[src/rtl/or_reduce_pipe.sv]
// Registered N-input bitwise logic unit (AND/OR/XOR and inversions, or lane-0 pass)
// with an optional cross-transfer accumulator and valid/ready flow control on both sides.
module or_reduce_pipe #(
    parameter int WIDTH = 8,
    parameter int N_IN  = 4
) (
    input  logic                    clk,
    input  logic                    rst,
    input  logic [N_IN*WIDTH-1:0]   in_data,
    input  logic [2:0]              in_mode,
    input  logic                    in_acc,
    input  logic                    in_first,
    input  logic                    in_valid,
    output logic                    in_ready,
    output logic [WIDTH-1:0]        out_data,
    output logic                    out_valid,
    input  logic                    out_ready
);

    typedef enum logic [1:0] {
        OP_AND  = 2'd0,
        OP_OR   = 2'd1,
        OP_XOR  = 2'd2,
        OP_PASS = 2'd3
    } base_op_e;

    function automatic logic [WIDTH-1:0] apply_op(
        input base_op_e         op,
        input logic [WIDTH-1:0] a,
        input logic [WIDTH-1:0] b
    );
        logic [WIDTH-1:0] r;
        unique case (op)
            OP_AND:  r = a & b;
            OP_OR:   r = a | b;
            OP_XOR:  r = a ^ b;
            default: r = a;
        endcase
        return r;
    endfunction

    base_op_e         base_op;
    logic             invert;
    logic             pass;
    logic             xfer;
    logic [WIDTH-1:0] lane0;
    logic [WIDTH-1:0] lane_red;
    logic [WIDTH-1:0] accumulator;
    logic             acc_live;
    logic [WIDTH-1:0] acc_next;
    logic             live_next;
    logic [WIDTH-1:0] result;

    assign in_ready = !out_valid || out_ready;
    assign xfer     = in_valid && in_ready;
    assign lane0    = in_data[WIDTH-1:0];
    assign pass     = (base_op == OP_PASS);

    // NOTE: every always_comb output gets a value on every path, otherwise a latch is inferred.
    always_comb begin
        base_op = OP_PASS;
        invert  = 1'b0;
        unique case (in_mode)
            3'b000: base_op = OP_AND;
            3'b001: base_op = OP_OR;
            3'b010: base_op = OP_XOR;
            3'b011: begin base_op = OP_AND; invert = 1'b1; end
            3'b100: begin base_op = OP_OR;  invert = 1'b1; end
            3'b101: begin base_op = OP_XOR; invert = 1'b1; end
            default: base_op = OP_PASS;
        endcase
    end

    // NOTE: blocking assignments chain the fold within one evaluation; sequential state uses <= only.
    always_comb begin
        lane_red = lane0;
        for (int k = 1; k < N_IN; k++) begin
            lane_red = apply_op(base_op, lane_red, in_data[k*WIDTH +: WIDTH]);
        end
    end

    // The accumulator holds the non-inverted value so a mid-group mode change stays meaningful.
    always_comb begin
        acc_next  = lane_red;
        live_next = 1'b0;
        if (in_acc) begin
            live_next = 1'b1;
            if (!in_first && acc_live) begin
                acc_next = apply_op(base_op, accumulator, lane_red);
            end
        end
    end

    always_comb begin
        if (pass) begin
            result = lane0;
        end else if (invert) begin
            result = ~acc_next;
        end else begin
            result = acc_next;
        end
    end

    // NOTE: the accumulator is a plain register, so it is reset together with the output stage.
    always_ff @(posedge clk) begin
        if (rst) begin
            out_valid   <= 1'b0;
            out_data    <= '0;
            accumulator <= '0;
            acc_live    <= 1'b0;
        end else if (xfer) begin
            out_valid <= 1'b1;
            out_data  <= result;
            if (!pass) begin
                accumulator <= acc_next;
                acc_live    <= live_next;
            end
        end else if (out_ready) begin
            out_valid <= 1'b0;
        end
    end

endmodule

[config.mk]
export PLATFORM = sky130hd
export DESIGN_NAME = or_reduce_pipe
export DESIGN_NICKNAME = d
export VERILOG_FILES = /design/src/rtl/or_reduce_pipe.sv
export SDC_FILE = /design/constraint.sdc
export NUM_CORES = 1
export LEC_CHECK = 0
export CORE_MARGIN = 2
export CORE_UTILIZATION = 62
export DETAILED_ROUTE_END_ITERATION = 8
export GPL_ROUTABILITY_DRIVEN = 0
export PLACE_DENSITY = 0.88
export SLEW_MARGIN = 20
export SYNTH_ARGS = -nofsm -noshare
export SYNTH_HDL_FRONTEND = slang
export SYNTH_SLANG_ARGS = --single-unit
[constraint.sdc]
create_clock -name clk -period 9.9 [get_ports clk]
set_input_delay 1.98 -clock clk [delete_from_list [all_inputs] [get_ports clk]]
set_output_delay 1.98 -clock clk [all_outputs]
set_load 0.01 [all_outputs]
==> flow_summary.yaml <==
run_status:
  status: "complete, no violations"
timing:
  slew_headroom: 0.3127
  worst_clock_skew_ns: 0.001492
  finalCritPeriodShare: 0.7086
  fin_setup_tns_ns: 0
  period_needed_ns: 7.015
  rsz0062_at_grt: "false"
  hold_viol_final: 0
  worst_slew_pin_slew_ns: 1.027
  setup_viol: 0
  clock.fmax_mhz: 142.5
  slew_violations: 0
logic_synthesis:
  yosysWarnings: 0
  synth_cell_types: 58
  synth.ff_latch_count: 18
  syn_avg_cell_area_sq_um: 7.195
  yosys.area_share.xor_xnor: 0.004500
  synthAdderAreaFrac: 0.2057
  synth_edf_count: 0
  synth_compound_area_frac: 0.2588
  postSynthCellCount: 541
  yosys.area_share.simple: 0.1678
  synth_fp_nets: 646
  synth_ff_type: "dfxtp_1"
  ys_async_sr_fraction: 0
  synth_top_family_by_area: "compound AO/OA/AOI/OAI gates"
  yosysSeqAreaShare: 0.09257
  synth_area_sq_um: 3892
  synthMuxAreaShare: 0.1289
drt:
  wl_um: 9717
  antenna_left: 0
  viasPerCell: 6.056
  drtIter0Drc: 330
  drt_pass1_iterations: 6
  num_vias: 3876
  route.detailed.drc: 0
  avgRoutedWirePerCell_um: 15.18
cells_and_area:
  num_antenna_cells: 0
  drive_gt1_frac: 0.06549
  area_delta_synth_final_pct: 12.15
  final_util: 0.7287
  num-nets-final: 671
global_route:
  grt_pass1_wl_um: 16420
  grt_max_degree: 64
  grt_overflow: 0
  grt_pass1_vias: 3789
  grt_usage: 0.2741
  antenna_found_initial: 0
floorplanning:
  start_util: 0.6497
  ios: 51
  core_area_sq_um: 5991
  die_x_um: 83.24
  rows: 28
  die_area_sq_um: 6928
  die_h_um: 83.24
critical_path:
  regToRegEndpoint: "out_data[5]"
  reg2reg_depth: 6
  arrival_ns: 7.14
  crit_family: "buffers and inverters"
  worstReg2RegStart: "acc_live"
  cp_common_cell: "inv_1"
  crit_path_end_kind: "register"
  worst_path_max_delay_cell: "clkdlybuf4s50_1"
  r2r_setup_slack_ns: 7.68
  slowest_delay_ns: 0.67
  worstSetupPathType: "in2reg"
  crit_fanout: 27
  start_kind: "primary input"
  required_ns: 10.02
  critPathBufInv: 7
  cp_num_cells: 27
clock_tree:
  cts-htree-levels: 1
  ctsLongestPathBuffers: 2
  ctsResizeCount: 0
  clock_latency_ns: 0.27
  cts_sinks: 18
  postCtsSetupBuffers: 0
  cts.clk_slew.worst_paths_ns: 0.08
  cts_made_buffers: 3
  cts-root-buf: "clkbuf_8"
  cts_tree: "yes"
  hold_buffers: 0
hold_path:
  whs_endpoint: "acc_live"
  hp-start: "acc_live"
  hp-class: "reg2reg"
  min_path_cells: 2
pwr:
  p_leak_nw: 2.170
  pwr_density_cell_nw_per_um2: 86.52
  irDropWorstVdd_mv: 0.06201
run:
  max_cap_viol_count: 0
placed_design:
  place_hpwl_um: 7185
  portBuffers: 50
-- worst max path at each step --
| stage | start | to | slack (ns) |
|---|---|---|---|
| finish | in_mode[2] | accumulator[1] | 2.88 |
| global route | in_mode[2] | accumulator[1] | 2.50 |
| CTS | in_mode[2] | accumulator[1] | 2.95 |
| detailed placement | in_mode[2] | accumulator[1] | 2.69 |
| global placement | in_mode[2] | accumulator[1] | 2.84 |
| floorplan | in_data[1] | accumulator[1] | 3.77 |
-- routing by layer --
layer | GRT usage | wire length (um)
met1 | 0.3327 | 4012
met2 | 0.4897 | 4765
met3 | 0.04672 | 755
met5 | 0 | 0
met4 | 0.08495 | 183
-- layout by cell type, fill, tap and decap left out, drive strengths merged, types with 10 or more instances in the layout --
cell type      count
dfxtp             18
a211oi            22
nor2              72
clkdlybuf4s50     48
inv               89
ha                64
o21a              10
a21oi             40
nand2             31
mux2i             40
o21ai             22
-- worst min-delay path: cells and delay by family (launching register included) --
family / cells / cell delay, ns
DFF: 1 / 0.31
AOI/OAI and AO/OA: 1 / 0.05
and+or+nand+nor: 1 / 0.05
-- cells by family after synthesis --
logic type	Yosys count
compound gates	140
xor+xnor	2
fa+ha+maj	64
buf+inv	126
flops	18
mux	46
simple gates	145
-- state kept, by name (all words and copies together) (netlist names) --
signal and flops:
out_valid 1, accumulator 8, out_data 8, acc_live 1
-- Yosys cell counts, drive strengths merged, types with 4 or more instances --
cell type,n,share of area
a22o,4,0.0093
nand3,8,0.010
o32ai,4,0.015
and2,5,0.0080
a22oi,5,0.011
ha,64,0.21
or2,5,0.0080
clkbuf,7,0.0068
inv,89,0.086
o211a,6,0.015
a211oi,22,0.044
nor2b,5,0.0080
nor2,72,0.070
mux2i,40,0.10
buf,29,0.048
o21ai,22,0.028
nor3,4,0.0051
dfxtp,18,0.093
o21a,10,0.019
a21oi,40,0.051
nand2b,7,0.011
nand2,31,0.030
-- stage by stage --
stage	total power [mW]	setup WS (ns)	cells	area, sq um	hold WS, ns
after floorplan	0.2518	3.773	541	3892	0.4366
after global placement	0.2979	2.842	636	4310	0.4426
after detailed placement	0.3108	2.694	636	4310	0.4545
after CTS	0.3744	2.953	640	4365	0.4648
after global routing	0.4066	2.496	640	4365	0.4900
final	0.3777	2.885	640	4365	0.4628
-- cell type report --
class                           instances  area [sq um]
Sequential cell                        18         360.3
Inverter                               90         337.8
Timing Repair Buffer                   56         538.0
Clock buffer                            4         55.05
Tap cell                               75         93.84
Multi-Input combinational cell        397          2980
Fill cell                             489          1625
-- power breakdown --
group | switching [mW] | leakage, nW | total (mW) | internal [mW]
combinational | 0.123 | 1.99 | 0.229 | 0.106
clock | 0.0290 | 0.0288 | 0.0645 | 0.0355
sequential | 0.00444 | 0.149 | 0.0838 | 0.0794
total | 0.156 | 2.17 | 0.378 | 0.221
Note: power is estimated with default switching activity, not from simulation.
